## config.mk

```make
export PLATFORM = sky130hd
export DESIGN_NAME = cpu_controller
export DESIGN_NICKNAME = d
export VERILOG_FILES = /design/src/rtl/cpu_pkg.sv /design/src/rtl/cpu_controller_decoder.sv /design/src/rtl/cpu_controller.sv
export SDC_FILE = /design/constraint.sdc
export NUM_CORES = 1
export LEC_CHECK = 0
export CELL_PAD_IN_SITES_DETAIL_PLACEMENT = 1
export CELL_PAD_IN_SITES_GLOBAL_PLACEMENT = 1
export CORE_ASPECT_RATIO = 0.6
export CORE_MARGIN = 3
export CORE_UTILIZATION = 33
export DETAILED_ROUTE_END_ITERATION = 6
export PLACE_DENSITY_LB_ADDON = 0.1
export SLEW_MARGIN = 20
export SYNTH_ARGS = -nofsm -noshare
export SYNTH_HDL_FRONTEND = slang
export SYNTH_SLANG_ARGS = --single-unit
export TNS_END_PERCENT = 5
```

## constraint.sdc

```tcl
create_clock -name clk -period 2.67 [get_ports clk]
set_input_delay 0.4005 -clock clk [delete_from_list [all_inputs] [get_ports clk]]
set_output_delay 0.4005 -clock clk [all_outputs]
set_load 0.1 [all_outputs]
```

## src/rtl/cpu_pkg.sv

```systemverilog
// Shared types and encodings for the 16-bit RISC sequencing controller.
// States, opcode fields, datapath select codes and instruction classes.
package cpu_pkg;

  typedef enum logic [3:0] {
    S_FETCH,
    S_DECODE,
    S_GET_A,
    S_GET_B,
    S_EXEC,
    S_WB,
    S_WB_IMM,
    S_ADDR,
    S_LATCH_DA,
    S_MEM_RD,
    S_WB_MEM,
    S_GET_RD,
    S_PASS,
    S_MEM_WR,
    S_HALT
  } state_t;

  typedef enum logic [3:0] {
    C_ILL,
    C_MOVI,
    C_MOVR,
    C_MVN,
    C_ADD,
    C_CMP,
    C_AND,
    C_LDR,
    C_STR,
    C_HALT,
    C_BR
  } iclass_t;

  localparam logic [2:0] OPC_BR   = 3'b001;
  localparam logic [2:0] OPC_LDR  = 3'b011;
  localparam logic [2:0] OPC_STR  = 3'b100;
  localparam logic [2:0] OPC_ALU  = 3'b101;
  localparam logic [2:0] OPC_MOV  = 3'b110;
  localparam logic [2:0] OPC_HALT = 3'b111;

  localparam logic [1:0] OP_ADD = 2'b00;
  localparam logic [1:0] OP_CMP = 2'b01;
  localparam logic [1:0] OP_AND = 2'b10;
  localparam logic [1:0] OP_MVN = 2'b11;
  localparam logic [1:0] OP_IMM = 2'b10;

  localparam logic [1:0] ALU_ADD = 2'b00;
  localparam logic [1:0] ALU_SUB = 2'b01;
  localparam logic [1:0] ALU_AND = 2'b10;
  localparam logic [1:0] ALU_MVN = 2'b11;

  localparam logic [1:0] WBS_C   = 2'b00;
  localparam logic [1:0] WBS_PC  = 2'b01;
  localparam logic [1:0] WBS_IMM = 2'b10;
  localparam logic [1:0] WBS_MEM = 2'b11;

  localparam logic [1:0] MEM_NONE  = 2'b00;
  localparam logic [1:0] MEM_READ  = 2'b01;
  localparam logic [1:0] MEM_WRITE = 2'b10;

endpackage

```

## src/rtl/cpu_controller_decoder.sv

```systemverilog
// Combinational IR field split, immediate sign-extension, class decode.
// Branch class exists only when CPU_CTRL_BRANCH_EN is defined.
module instr_decoder
  import cpu_pkg::*;
(
  input  logic [15:0] ir,
  output logic [2:0]  rn,
  output logic [2:0]  rd,
  output logic [2:0]  rm,
  output logic [1:0]  op,
  output logic [1:0]  sh,
  output logic [15:0] sximm5,
  output logic [15:0] sximm8,
  output iclass_t     cls
);

  logic [2:0] opc;

  assign opc    = ir[15:13];
  assign op     = ir[12:11];
  assign rn     = ir[10:8];
  assign rd     = ir[7:5];
  assign sh     = ir[4:3];
  assign rm     = ir[2:0];
  assign sximm8 = {{8{ir[7]}}, ir[7:0]};
  assign sximm5 = {{11{ir[4]}}, ir[4:0]};

  // classify the instruction; anything unmatched is illegal
  always_comb begin
    cls = C_ILL;
    unique case (1'b1)
      opc == OPC_MOV && op == OP_IMM: cls = C_MOVI;
      opc == OPC_MOV && op == 2'b00:  cls = C_MOVR;
      opc == OPC_ALU && op == OP_ADD: cls = C_ADD;
      opc == OPC_ALU && op == OP_CMP: cls = C_CMP;
      opc == OPC_ALU && op == OP_AND: cls = C_AND;
      opc == OPC_ALU && op == OP_MVN: cls = C_MVN;
      opc == OPC_LDR && op == 2'b00:  cls = C_LDR;
      opc == OPC_STR && op == 2'b00:  cls = C_STR;
      opc == OPC_HALT:                cls = C_HALT;
`ifdef CPU_CTRL_BRANCH_EN
      opc == OPC_BR && rn <= 3'd4:    cls = C_BR;
`endif
      default:                        cls = C_ILL;
    endcase
  end

endmodule

```

## src/rtl/cpu_controller.sv

```systemverilog
// Moore sequencer: fetch, decode, datapath control, PC and data address.
// Define CPU_CTRL_BRANCH_EN to enable opcode 001 conditional branches.
module cpu_controller
  import cpu_pkg::*;
#(
  parameter logic [7:0] RESET_PC = 8'h00
) (
  input  logic        clk,
  input  logic        rst_n,
  input  logic [15:0] mdata,
  input  logic        mem_ready,
  input  logic [15:0] dp_out,
  input  logic        Z_in,
  input  logic        N_in,
  input  logic        V_in,
  output logic [1:0]  mem_cmd,
  output logic [7:0]  mem_addr,
  output logic [7:0]  pc,
  output logic [1:0]  wb_sel,
  output logic [1:0]  shift_op,
  output logic [1:0]  ALU_op,
  output logic [2:0]  w_addr,
  output logic [2:0]  r_addr,
  output logic        w_en,
  output logic        en_A,
  output logic        en_B,
  output logic        en_C,
  output logic        en_status,
  output logic        sel_A,
  output logic        sel_B,
  output logic [15:0] sximm8,
  output logic [15:0] sximm5,
  output logic        halted,
  output logic        illegal
);

  state_t      state, nxt;
  logic [15:0] ir;
  logic [7:0]  pc_q;
  logic [7:0]  da;
  logic        ill;
  logic [2:0]  rn, rd, rm;
  logic [1:0]  op, sh;
  iclass_t     cls;
  logic        unused_dp;

  instr_decoder u_dec (
    .ir     (ir),
    .rn     (rn),
    .rd     (rd),
    .rm     (rm),
    .op     (op),
    .sh     (sh),
    .sximm5 (sximm5),
    .sximm8 (sximm8),
    .cls    (cls)
  );

  assign pc        = pc_q;
  assign halted    = (state == S_HALT);
  assign illegal   = ill;
  assign unused_dp = ^dp_out[15:8];

`ifdef CPU_CTRL_BRANCH_EN
  logic br_take;

  // branch condition from the datapath status register
  always_comb begin
    br_take = 1'b0;
    unique case (rn)
      3'd0:    br_take = 1'b1;
      3'd1:    br_take = Z_in;
      3'd2:    br_take = !Z_in;
      3'd3:    br_take = N_in != V_in;
      3'd4:    br_take = (N_in != V_in) || Z_in;
      default: br_take = 1'b0;
    endcase
  end
`else
  logic unused_flags;
  assign unused_flags = ^{Z_in, N_in, V_in};
`endif

  // state, IR, PC, data address and sticky illegal flag
  always_ff @(posedge clk or negedge rst_n) begin
    if (!rst_n) begin
      state <= S_FETCH;
      pc_q  <= RESET_PC;
      ir    <= '0;
      da    <= '0;
      ill   <= 1'b0;
    end else begin
      state <= nxt;
      if (state == S_FETCH && mem_ready) begin
        ir   <= mdata;
        pc_q <= pc_q + 8'd1;
      end
      if (state == S_LATCH_DA)
        da <= dp_out[7:0];
      if (state == S_DECODE && cls == C_ILL)
        ill <= 1'b1;
`ifdef CPU_CTRL_BRANCH_EN
      if (state == S_DECODE && cls == C_BR && br_take)
        pc_q <= pc_q + sximm8[7:0];
`endif
    end
  end

  // next state and Moore control outputs
  always_comb begin
    nxt       = state;
    mem_cmd   = MEM_NONE;
    mem_addr  = pc_q;
    wb_sel    = WBS_C;
    shift_op  = 2'b00;
    ALU_op    = ALU_ADD;
    w_addr    = 3'd0;
    r_addr    = 3'd0;
    w_en      = 1'b0;
    en_A      = 1'b0;
    en_B      = 1'b0;
    en_C      = 1'b0;
    en_status = 1'b0;
    sel_A     = 1'b0;
    sel_B     = 1'b0;
    unique case (state)
      S_FETCH: begin
        mem_cmd = rst_n ? MEM_READ : MEM_NONE;
        if (mem_ready) nxt = S_DECODE;
      end
      S_DECODE: begin
        unique case (cls)
          C_MOVI:        nxt = S_WB_IMM;
          C_MOVR, C_MVN: nxt = S_GET_B;
          C_ADD, C_CMP,
          C_AND, C_LDR,
          C_STR:         nxt = S_GET_A;
          C_BR:          nxt = S_FETCH;
          default:       nxt = S_HALT;
        endcase
      end
      S_GET_A: begin
        r_addr = rn;
        en_A   = 1'b1;
        nxt    = (cls == C_LDR || cls == C_STR) ? S_ADDR : S_GET_B;
      end
      S_GET_B: begin
        r_addr = rm;
        en_B   = 1'b1;
        nxt    = S_EXEC;
      end
      S_EXEC: begin
        shift_op = sh;
        sel_A    = (cls == C_MOVR || cls == C_MVN);
        ALU_op   = (cls == C_MOVR) ? ALU_ADD : op;
        if (cls == C_CMP) begin
          en_status = 1'b1;
          nxt       = S_FETCH;
        end else begin
          en_C = 1'b1;
          nxt  = S_WB;
        end
      end
      S_WB: begin
        w_addr = rd;
        w_en   = 1'b1;
        nxt    = S_FETCH;
      end
      S_WB_IMM: begin
        w_addr = rn;
        wb_sel = WBS_IMM;
        w_en   = 1'b1;
        nxt    = S_FETCH;
      end
      S_ADDR: begin
        sel_B = 1'b1;
        en_C  = 1'b1;
        nxt   = S_LATCH_DA;
      end
      S_LATCH_DA: nxt = (cls == C_LDR) ? S_MEM_RD : S_GET_RD;
      S_MEM_RD: begin
        mem_cmd  = MEM_READ;
        mem_addr = da;
        if (mem_ready) nxt = S_WB_MEM;
      end
      S_WB_MEM: begin
        w_addr = rd;
        wb_sel = WBS_MEM;
        w_en   = 1'b1;
        nxt    = S_FETCH;
      end
      S_GET_RD: begin
        r_addr = rd;
        en_B   = 1'b1;
        nxt    = S_PASS;
      end
      S_PASS: begin
        sel_A = 1'b1;
        en_C  = 1'b1;
        nxt   = S_MEM_WR;
      end
      S_MEM_WR: begin
        mem_cmd  = MEM_WRITE;
        mem_addr = da;
        if (mem_ready) nxt = S_FETCH;
      end
      S_HALT:  nxt = S_HALT;
      default: nxt = S_FETCH;
    endcase
  end

endmodule

```

Word-level counts from Yosys, hierarchy flattened:

Memory sizes are Yosys's and may differ from the RTL's.
Cells that the tools add are included.

* muxes and demuxes: 26
* reduce and logical (&&, ||, !) cells: 21
* equality and inequality tests: 30
* $add $sub $neg: 1

Operators by type and width (number)
* 4-bit case mux with 12 select lines: 1
* 4-bit case mux with 9 select lines: 1
* 4-bit equality test (second input constant): 8
* 4-bit by 3-bit equality test with 1-bit output (second input constant): 6
* 4-bit by 2-bit equality test with 1-bit output (second input constant): 4
* 3-bit equality test (second input constant): 4
* 4-bit 2-to-1 mux: 3
* 1-bit logical AND: 10
* 3-bit case mux with 3 select lines: 1
* 8-bit by 1-bit adder with 8-bit output (second input constant): 1
* 4-bit zero test: 2
* 1-bit 2-to-1 mux: 8
* 2-bit 2-to-1 mux: 4
* 8-bit 2-to-1 mux: 1
* 2-bit OR reduction: 4
* 3-bit 2-to-1 mux: 2
* 2-bit != test (second input constant): 3
* 2-bit case mux with 3 select lines: 1
* 3-bit case mux with 2 select lines: 1
* 2-bit equality test (second input constant): 2
* 4-bit by 1-bit equality test with 1-bit output (second input constant): 1
* 1-bit case mux with 2 select lines: 2
* 2-bit case mux with 2 select lines: 1
* 3-bit by 2-bit equality test with 1-bit output (second input constant): 1
* 5 further kinds: 6

* register bits: 37
* memory bits (read-only): 64
* word-level logic and storage cells: 84
* memories kept: 1
* bits of input ports: 38
* output and inout port bits: 71

Memories
* (no name shown): words 16, bits a word 4, rd ports 1, clocked after memory_dff 0, write ports 0, line cpu_controller.sv:132 `unique case (cls)`

Depth between registers and ports, before layout:

Gate-level depths: netlist of run 1.

* word-level depth: 7
* depth in mapped cells: 7
* mapped depth without buffers: 4

Hierarchy:

From an unflattened synthesis of run 1, not the netlist that was laid out.

* cells, all modules: 301
* area total of the unflattened synthesis: 2610.0 sq um

By module, submodules not included
* cpu_controller: cells each 240, instances 1, sequential area each 925.9 sq um, area each 2165.8 sq um
* instr_decoder: cells each 61, instances 1, sequential area each 0.0 sq um, area each 444.2 sq um

Worst setup path after synthesis of run 1:

No wires, ideal clock.

* path kind: reg2out
* start point: register state[3]
* end point: output port w_addr[0]
* buffers on the path: 2
* required time: 2.270 ns
* path slack: -0.779 ns
* arrival: 3.049 ns
* cell stages (with the launch flop): 6
* cell sequence: dfrtp_1 buf_4 nor2b_1 buf_2 a22oi_1 o21ai_0

* cells in the longest elaborated chain, start to end: 3
* elaborated cells on any way between the ends: 5
* those cells by class: eq/ne (3); mux (1); reduce/logical (1)

Ends and longest elaborated chain
* from (decl): line cpu_controller.sv:37 `state_t state, nxt;`
* from (signal assigned): line cpu_controller.sv:93 `state <= nxt;`
* 4-bit equality test / 4-bit by 3-bit equality test with 1-bit output (equally long branches): line cpu_controller.sv:126 `unique case (state)`
* 2-bit OR reduction (no line)
* 3-bit case mux with 2 select lines (*): line cpu_controller.sv:126
* to (decl): line cpu_controller.sv:22 `output logic [2:0] w_addr,`

Mark *: on every way between the ends. The rest lies on a longest branch, timed or not.

Final worst setup path of run 1:

* start point: register state[1]
* end point: output port mem_addr[3]

* cells in the longest elaborated chain, start to end: 3
* elaborated cells on any way between the ends: 4
* those cells by class: eq/ne (2); mux (1); reduce/logical (1)

Ends and longest elaborated chain
* 4-bit equality test: line cpu_controller.sv:126
* 2-bit OR reduction (no line) (*)
* 8-bit 2-to-1 mux (*): line cpu_controller.sv:126
* to (decl): line cpu_controller.sv:17 `output logic [7:0] mem_addr,`

Marks and branches as above.

==> results of run 1 <==
cell families after synthesis:
logic type | synth area share [%]
AOI/OAI and AO/OA | 10.33
DFF | 36.94
adders and majority gates | 0.4992
and+or+nand+nor | 27.46
xor gates and xnor gates | 2.446
muxes | 7.589
buffers and inverters | 14.73
final cells by class:
type / instances / area, µm²
Inverter: 4 / 15.01
Clock inverter: 2 / 13.76
Timing Repair Buffer: 106 / 1206
Clock buffer: 6 / 138.9
Multi-Input combinational cell: 198 / 1216
Fill cell: 814 / 3381
Sequential cell: 37 / 925.9
Tap cell: 100 / 125.1
worst register-to-register path, cell delays in order (launching register included):
cell	delay [ns]
dfrtp_1	0.52
buf_4	0.25
nor2_4	0.23
and3_1	0.52
buf_4	0.30
nand2_1	0.10
nand2_1	0.06
per-stage QoR:
stage	std cells	area (µm²)	util [%]
6_report	453	3641	51.85
5_1_grt	453	3641	51.85
4_1_cts	453	3641	51.85
3_5_place_dp	445	3488	49.68
3_3_place_gp	445	3488	49.68
2_1_floorplan	288	2511	-
state kept, by name, summed over array words and instances (netlist names):
register  flops
da            8
illegal       1
ir           16
pc            8
state         4
worst max path at each step:
stage / from / end / slack (ns) / depth (start not counted)
floorplan: state[0]$_DFFE_PN0P_ / r_addr[0] / -0.55 / 5
global placement: ir[12]$_DFFE_PN0P_ / sel_A / 0.56 / 5
detailed placement: state[1]$_DFFE_PN0P_ / mem_addr[5] / 0.56 / 4
CTS: state[1]$_DFFE_PN0P_ / mem_addr[5] / 0.25 / 4
global route: ir[12]$_DFFE_PN0P_ / sel_A / 0.14 / 5
finish: state[1]$_DFFE_PN0P_ / mem_addr[3] / 0.26 / 4
synthesized netlist by cell type (2+ instances only):
library cell	instances
a21oi_1	12
a22oi_1	6
a32oi_1	2
and2_1	2
and3_1	7
buf_2	7
buf_4	37
buf_6	3
clkbuf_1	2
dfrtp_1	37
inv_1	4
mux2_1	8
mux2_2	8
nand2_1	65
nand2b_1	6
nand3_1	7
nand3b_1	2
nand4_1	4
nor2_1	12
nor2b_1	3
nor3_1	4
nor3_2	2
o211ai_1	2
o21ai_0	11
or3_1	2
xnor2_1	7
metal layers:
| layer | vias to the layer above | wire length, µm | part of all wire, % | track usage, % |
|---|---|---|---|---|
| met5 | - | 0 | 0 | 0 |
| met4 | 0 | 47 | 0.60 | 3.466 |
| met2 | 76 | 3415 | 44 | 27.70 |
| met1 | 1083 | 3714 | 48 | 26.37 |
| li1 | 1073 | - | - | - |
| met3 | 4 | 611 | 7.8 | 5.000 |
==> key figures, run 1 <==
Finish
  – Most frequent cells in the layout: nand2_1, buf_4, dfrtp_1
  – Most common cell after layout, fill and taps aside: nand2_1
  – Fin nets: 391
  – Fraction of layout cells with a size suffix above 1: between 30% and 40%
  – Antenna diodes: 0
  – Layout area overhead: 45.28%

Synthesis
  – Cell variety after synth: 52
  – Top FF cell, synth: dfrtp_1
  – Top post-synthesis cells by area: dfrtp_1, buf_4, nand2_1, mux2_1, mux2_2
  – Area leader, netlist: dfrtp_1
  – EDFF count, synth: 0
  – Seq/Total Area, Yosys: 36.94%
  – Post-synth ARST share: 100.0%
  – Post-synthesis cell area: between 2000 and 3000 µm²
  – Syn. warnings: 0
  – Syn Area/Cell: between 8 and 9 µm²
  – Synth top area share: 36.94%
  – FF+latch count, synth: 37
  – Syn_nets: about 330
  – Cells after synthesis: 288

Critical path
  – Worst Path Required: roughly 2.3 ns
  – Worst R2R End: ir[0]$_DFFE_PN0P_
  – Critical path cell sequence: and2b_1 > nand2_2 > mux2_1 > buf_12
  – CP bufs+invs: 1
  – Arrival @ worst endpoint: ~2.0 ns
  – Kind of critical path: reg -> out
  – Crit end category: primary output
  – CP max-delay cell: dfrtp_1
  – Top Family by Delay on Critical Path: flip-flops
  – Peak fanout along the critical path: 9
  – CP max stage delay: between 0.5 and 0.6 ns
  – Worst Setup Start Kind: flip-flop
  – Worst R2R Path Depth: 6
  – FF-to-FF setup slack: approximately 0.64 ns
  – R2R Path Start: state[1]$_DFFE_PN0P_

Floorplanning
  – Die Wd: approximately 120 µm
  – Num ports: 109
  – Chip Height: 73.50 µm
  – FP Rows: 23
  – Core area: around 7000 µm²
  – Starting Density: 35.69%
  – Die area: ~8700 µm²

GRT
  – Largest net degree at the start of global routing: 38
  – Vias in the first global route: about 2200
  – Total GRT Usage: roughly 18%
  – First-pass GRT wire length: around 12000 µm
  – Initial antenna violation count: 0
  – Gr ovfl total: 0

Min path
  – Worst hold path class: in -> async

Route
  – DR vias: approximately 2200
  – First-pass iteration count of the detailed router: 5
  – Wire per inst: 17.19 µm
  – Vias/cell: between 4 and 5
  – DRC violations left: 0
  – WL final: just under 8000 µm
  – DR iter-0 viols: 161
  – Antenna Violating Nets Remaining: 0

Placed design
  – RD Place Congestion: around 0.88
  – IO buf count: between 90 and 100
  – Placement Setup Slack: ~0.56 ns
  – Post-DP HPWL: between 5000 and 6000 µm

CTS
  – Bufs on Longest Clock Path: 2
  – Num CTS Buffers: 5
  – Max H-tree Level: 2
  – CTS resizes: 0
  – Clk_lat worst skew: around 0.28 ns
  – Root buffer cell: clkbuf_16
  – Hold buffer count at cts: 0
  – Setup Buffers After CTS: 0
  – CTS Sinks: 37
  – Clock-pin slew on the worst setup and hold paths: about 0.060 ns
  – CTS tree: built

Timing
  – Fin. Hold Viols: 0
  – Crit share post-route: roughly nine tenths
  – Hold_ws: 0.2001 ns
  – TNS Setup: 0 ns
  – Slew headroom: between 60% and 70%
  – Final setup viols: 0
  – Post-route minimum period: about 2.4 ns
  – Max Slew Vio Count: 0
  – RSZ-0062 raised after global routing: no
  – Worst slew pin tran: around 0.52 ns
  – FMAX: 414.3 MHz
  – Skew final: ~0.0055 ns
  – Final worst slack: ~0.26 ns

Status
  – Outcome: complete, no violations

Job
  – Max Cap Viol: 0
Power of run 1 is not shown: default switching activity piles up to over one toggle a cycle in this logic, so the estimate is an artifact.
==> run 2, diff against run 1 <==
Settings changed: CAP_MARGIN from default to 20.
==> results of run 2 <==
Same layout as run 1: the final DEF is identical, and so are final timing and power.
Power of run 2 is left out for the same reason.
==> run 3, diff against run 2 <==
Settings changed: PLACE_DENSITY from default to 0.89, PLACE_DENSITY_LB_ADDON 0.1 to default.
==> key figures, run 3 (synthesis results as in run 1) <==
CTS
  – Root buffer cell: clkbuf_16
  – CTS resizes: 0
  – CTS tree: built
  – Max H-tree Level: 2
  – Clock-pin slew on the worst setup and hold paths: ~0.06 ns
  – Clk_lat worst skew: ~0.28 ns
  – Hold buffer count at cts: 0
  – Setup Buffers After CTS: 0
  – Bufs on Longest Clock Path: 2
  – CTS Sinks: 37
  – Num CTS Buffers: 5

Timing
  – Fin. Hold Viols: 0
  – Crit share post-route: between 80% and 90%
  – Skew final: between 0.006 and 0.007 ns
  – Worst slew pin tran: between 0.6 and 0.7 ns
  – RSZ-0062 raised after global routing: no
  – Slew headroom: 59.64%
  – Hold_ws: 0.1993 ns
  – Post-route minimum period: roughly 2.4 ns
  – Max Slew Vio Count: 0
  – Final worst slack: around 0.27 ns
  – Final setup viols: 0
  – FMAX: 416.3 MHz

GRT
  – Gr ovfl total: 0
  – Vias in the first global route: about 2400
  – GRT met3 Usage: under 10%
  – Initial antenna violation count: 0
  – Largest net degree at the start of global routing: 38
  – Busiest grt layer: met2
  – First-pass GRT wire length: between 10000 and 15000 µm
  – Met1 usage: 24.43%
  – Total GRT Usage: a little under a fifth
  – Met2 usage: between 30% and 40%

Floorplanning
  – Num ports: approximately 110
  – FP Rows: 23
  – Chip Height: 73.50 µm
  – Core area: about 7000 µm²
  – Die area: between 8000 and 9000 µm²
  – Starting Density: a little over a third
  – Die Wd: ~120 µm

Finish
  – Fraction of layout cells with a size suffix above 1: roughly 32%
  – Multi-input gate area: 1216 µm²
  – Fin nets: roughly 390
  – Reg with most FFs: ir
  – Register Area: approximately 930 µm²
  – Antenna diodes: 0
  – Finished Core Util: slightly above 50%
  – Layout area overhead: 44.73%
  – Max reg flops: 16
  – Most common cell after layout, fill and taps aside: nand2_1
  – Final-layout fill cell count: 823
  – Most frequent cells in the layout: nand2_1, buf_4, dfrtp_1

Job
  – Max Cap Viol: 0

Route
  – WL final: roughly 8000 µm
  – Wire per inst: about 18 µm
  – First-pass iteration count of the detailed router: 4
  – Antenna Violating Nets Remaining: 0
  – DR vias: approximately 2300
  – Vias/cell: 4.985
  – DRC violations left: 0
  – DR iter-0 viols: 82

Status
  – Outcome: complete, no violations

Critical path
  – Critical path cell sequence: or3b_4 > o2bb2ai_2 > a21oi_1 > nor4_2 > buf_12
  – CP bufs+invs: 1
  – Peak fanout along the critical path: 9
  – Worst Setup Start Kind: flip-flop
  – CP max-delay cell: dfrtp_1
  – CP max stage delay: 0.50 ns
  – Worst Path Required: ~2.3 ns
  – Kind of critical path: reg -> out
  – Top Family by Delay on Critical Path: simple AND/OR/NAND/NOR gates
  – Crit end category: primary output
  – Arrival @ worst endpoint: around 2.0 ns

Min path
  – Worst hold path class: in -> async

Placed design
  – Placement Setup Slack: ~0.56 ns
  – RD Place Congestion: 0.8480
  – Post-DP HPWL: roughly 6000 µm
  – IO buf count: just under 100
==> run 3: cell counts in the layout (fill, tap and decap cells not counted) <==
No cell type changed its count.
==> run 3: metrics by stage <==
step / instances / instance area (µm²) / setup TNS [ns]
after floorplan: 288 / 2511 / -3.414
after global placement: 445 / 3488 / 0
after detailed placement: 445 / 3488 / 0
after CTS: 453 / 3627 / 0
after global routing: 453 / 3627 / 0
final: 453 / 3627 / 0
==> run 3: path summary, 6_finish.rpt <==
kind                                 startpoint             endpoint  slack, ns  depth (start not counted)
setup reg to reg           state[0]$_DFFE_PN0P_    pc[1]$_DFFE_PN0P_       0.78                          6
max in group asynchronous                 rst_n    ir[4]$_DFFE_PN0P_       2.12                          2
min in group clk            illegal$_DFFE_PN0P_  illegal$_DFFE_PN0P_       0.48                          1
setup / recovery             ir[14]$_DFFE_PN0P_                sel_A       0.27                          5
hold reg to reg             illegal$_DFFE_PN0P_  illegal$_DFFE_PN0P_       0.48                          1
hold / removal                            rst_n   ir[12]$_DFFE_PN0P_       0.20                          2
==> run 3: cell type report <==
type	instances	area share [%]
tap	100	3.449
inverter	4	0.4139
clock inverter	2	0.2760
multi-input combinational	198	33.53
clock buffer	6	3.553
timing repair buffer	106	33.25
sequential	37	25.53
==> run 3: routing by layer <==
metal	part of all wire [%]	wire length [µm]
met5	0	0
met4	1.2	93
met3	7.6	605
met2	47	3765
met1	44	3528
==> run 3: worst register-to-register path, stage by stage, from the launching register on <==
cell     delay (ns)
dfrtp_1        0.41
buf_4          0.22
nor2_4         0.24
and3_1         0.50
buf_4          0.28
nand2_1        0.09
nand2_1        0.07
Power of run 3 is left out for the same reason.
==> variant (settings of run 1) <==
Put a register stage on the output `en_status`. The value now appears one clock later. The other outputs are not delayed to match.
--- a/src/rtl/cpu_controller.sv
+++ b/src/rtl/cpu_controller.sv
@@ -34,6 +34,8 @@
   output logic        illegal
 );
 
+  logic en_status_d;
+
   state_t      state, nxt;
   logic [15:0] ir;
   logic [7:0]  pc_q;
@@ -120,7 +122,7 @@
     en_A      = 1'b0;
     en_B      = 1'b0;
     en_C      = 1'b0;
-    en_status = 1'b0;
+    en_status_d = 1'b0;
     sel_A     = 1'b0;
     sel_B     = 1'b0;
     unique case (state)
@@ -154,7 +156,7 @@
         sel_A    = (cls == C_MOVR || cls == C_MVN);
         ALU_op   = (cls == C_MOVR) ? ALU_ADD : op;
         if (cls == C_CMP) begin
-          en_status = 1'b1;
+          en_status_d = 1'b1;
           nxt       = S_FETCH;
         end else begin
           en_C = 1'b1;
@@ -209,5 +211,9 @@
     endcase
   end
 
+  always_ff @(posedge clk) begin
+    en_status <= en_status_d;
+  end
+
 endmodule
 
Check against the original RTL: not equivalent (a bounded check fails within 10 cycles, from zero or initial values and one cycle with rst_n low).
==> variant against run 1 <==
Register-to-register slack about the same. First-iteration DRC count down 65%. Final area up 0.72%. Sequential cell count increased by 1. Critical path type unchanged. Wire length decreased by 0.69%. Area after synthesis increased by 0.80%. Setup slack lost 0.046 ns.
Power is left out: the tool's default activity adds up to more than one toggle a clock period on the data nets, which glitch-free logic cannot reach.
==> variant: results (changes against run 1) <==
Route
  • Number of violations reported at the end of detailed-routing iteration 0: 57 (-65%)
  • Wire length after detailed routing: 7730 um (-0.69%)
  • Met2 WL: 3590 um (+5.0%)
  • Length of routed wiring on met1: 3610 um (-2.8%)
  • Routed vias: 2254 (+0.81%)

STA
  • Worst clock skew on the final layout: 0.00529 ns (-0.000251 ns)
  • Worst-Margin Slew: 0.525 ns (+0.00731 ns)
  • Post-layout worst setup margin: 0.210 ns (-0.0465 ns)
  • Minimum hold slack: 0.199 ns (-0.00133 ns)

Yosys
  • Synthesized instance count: 289 (+0.35%)
  • Sequential element share of the synthesized area: 37.4% (+0.50 points)
  • Count of unique library cells instantiated by Yosys: 53 (+1.9%)
  • Post-synth net total: 328 (+0.31%)
  • Top cells by area in the synthesized netlist: dfrtp_1 (37%), buf_4 (11%), nand2_1 (9.7%), mux2_1 (3.6%), mux2_2 (3.6%)

Final layout
  • Count of filler cells inserted in the layout: 838 (+2.9%)
  • Layout cells sized above 1: 32.6% (+0.29 points)
  • Cell area after layout: 3670 um2 (+0.72%)
  • Post-layout instance count excluding filler cells: 460 (+1.5%)
  • Number of nets in the finished design: 394 (+0.77%)

Setup path
  • Crit path largest cell delay: 0.63 ns (+0.05 ns)
  • Critical path peak fanout: 13 (+4)
  • CP delay by family, top: simple AND/OR/NAND/NOR gates

Placed design
  • Post-Place Cell Area: 3520 um2 (+0.79%)
  • Post-DP HPWL: 5740 um (-2.3%)
  • Inst Count DP: 452 (+1.6%)
  • Post-placement setup slack: 0.525 ns (-0.0340 ns)

Clocking
  • Maximum root-to-sink buffer count: 2 (unchanged)

Global route
  • Global-route track usage on met2: 29.8% (+2.1 points)
  • Total global-route track usage: 18.4% (+0.12 points)
  • GR Layer Usage met3: 4.85% (-0.15 points)
  • Number of global-route vias before repair: 2456 (+9.8%)
  • Met1 usage: 24.6% (-1.8 points)

Status
  • Run status: complete, no violations
## variant: layout make-up
| type | count | share of cell area, % |
|---|---|---|
| timing repair buffer | 108 | 33.0 |
| multi-input combinational | 198 | 33.2 |
| clock inverter | 2 | 0.341 |
| clock buffer | 6 | 3.79 |
| sequential | 38 | 25.8 |
| tap | 104 | 3.55 |
| inverter | 4 | 0.409 |
## variant: final timing paths
path                           from       end  depth (start not counted)
setup / recovery           state[3]      w_en                          5
hold / removal                rst_n  state[0]                          2
setup reg to reg           state[3]     ir[0]                          6
hold reg to reg             illegal   illegal                          1
max in group asynchronous     rst_n     pc[3]                          2
min in group clk            illegal   illegal                          1
## variant: logic make-up (layout without fill, tap and decap cells)
family | after synthesis | after routing | share of synthesized area (%)
buf+inv | 53 | 120 | 14.6
fa+ha+maj | 1 | 1 | 0.495
xor+xnor | 7 | 7 | 2.43
flops | 38 | 38 | 37.4
mux | 17 | 17 | 7.53
simple gates | 132 | 132 | 27.2
compound gates | 41 | 41 | 10.3
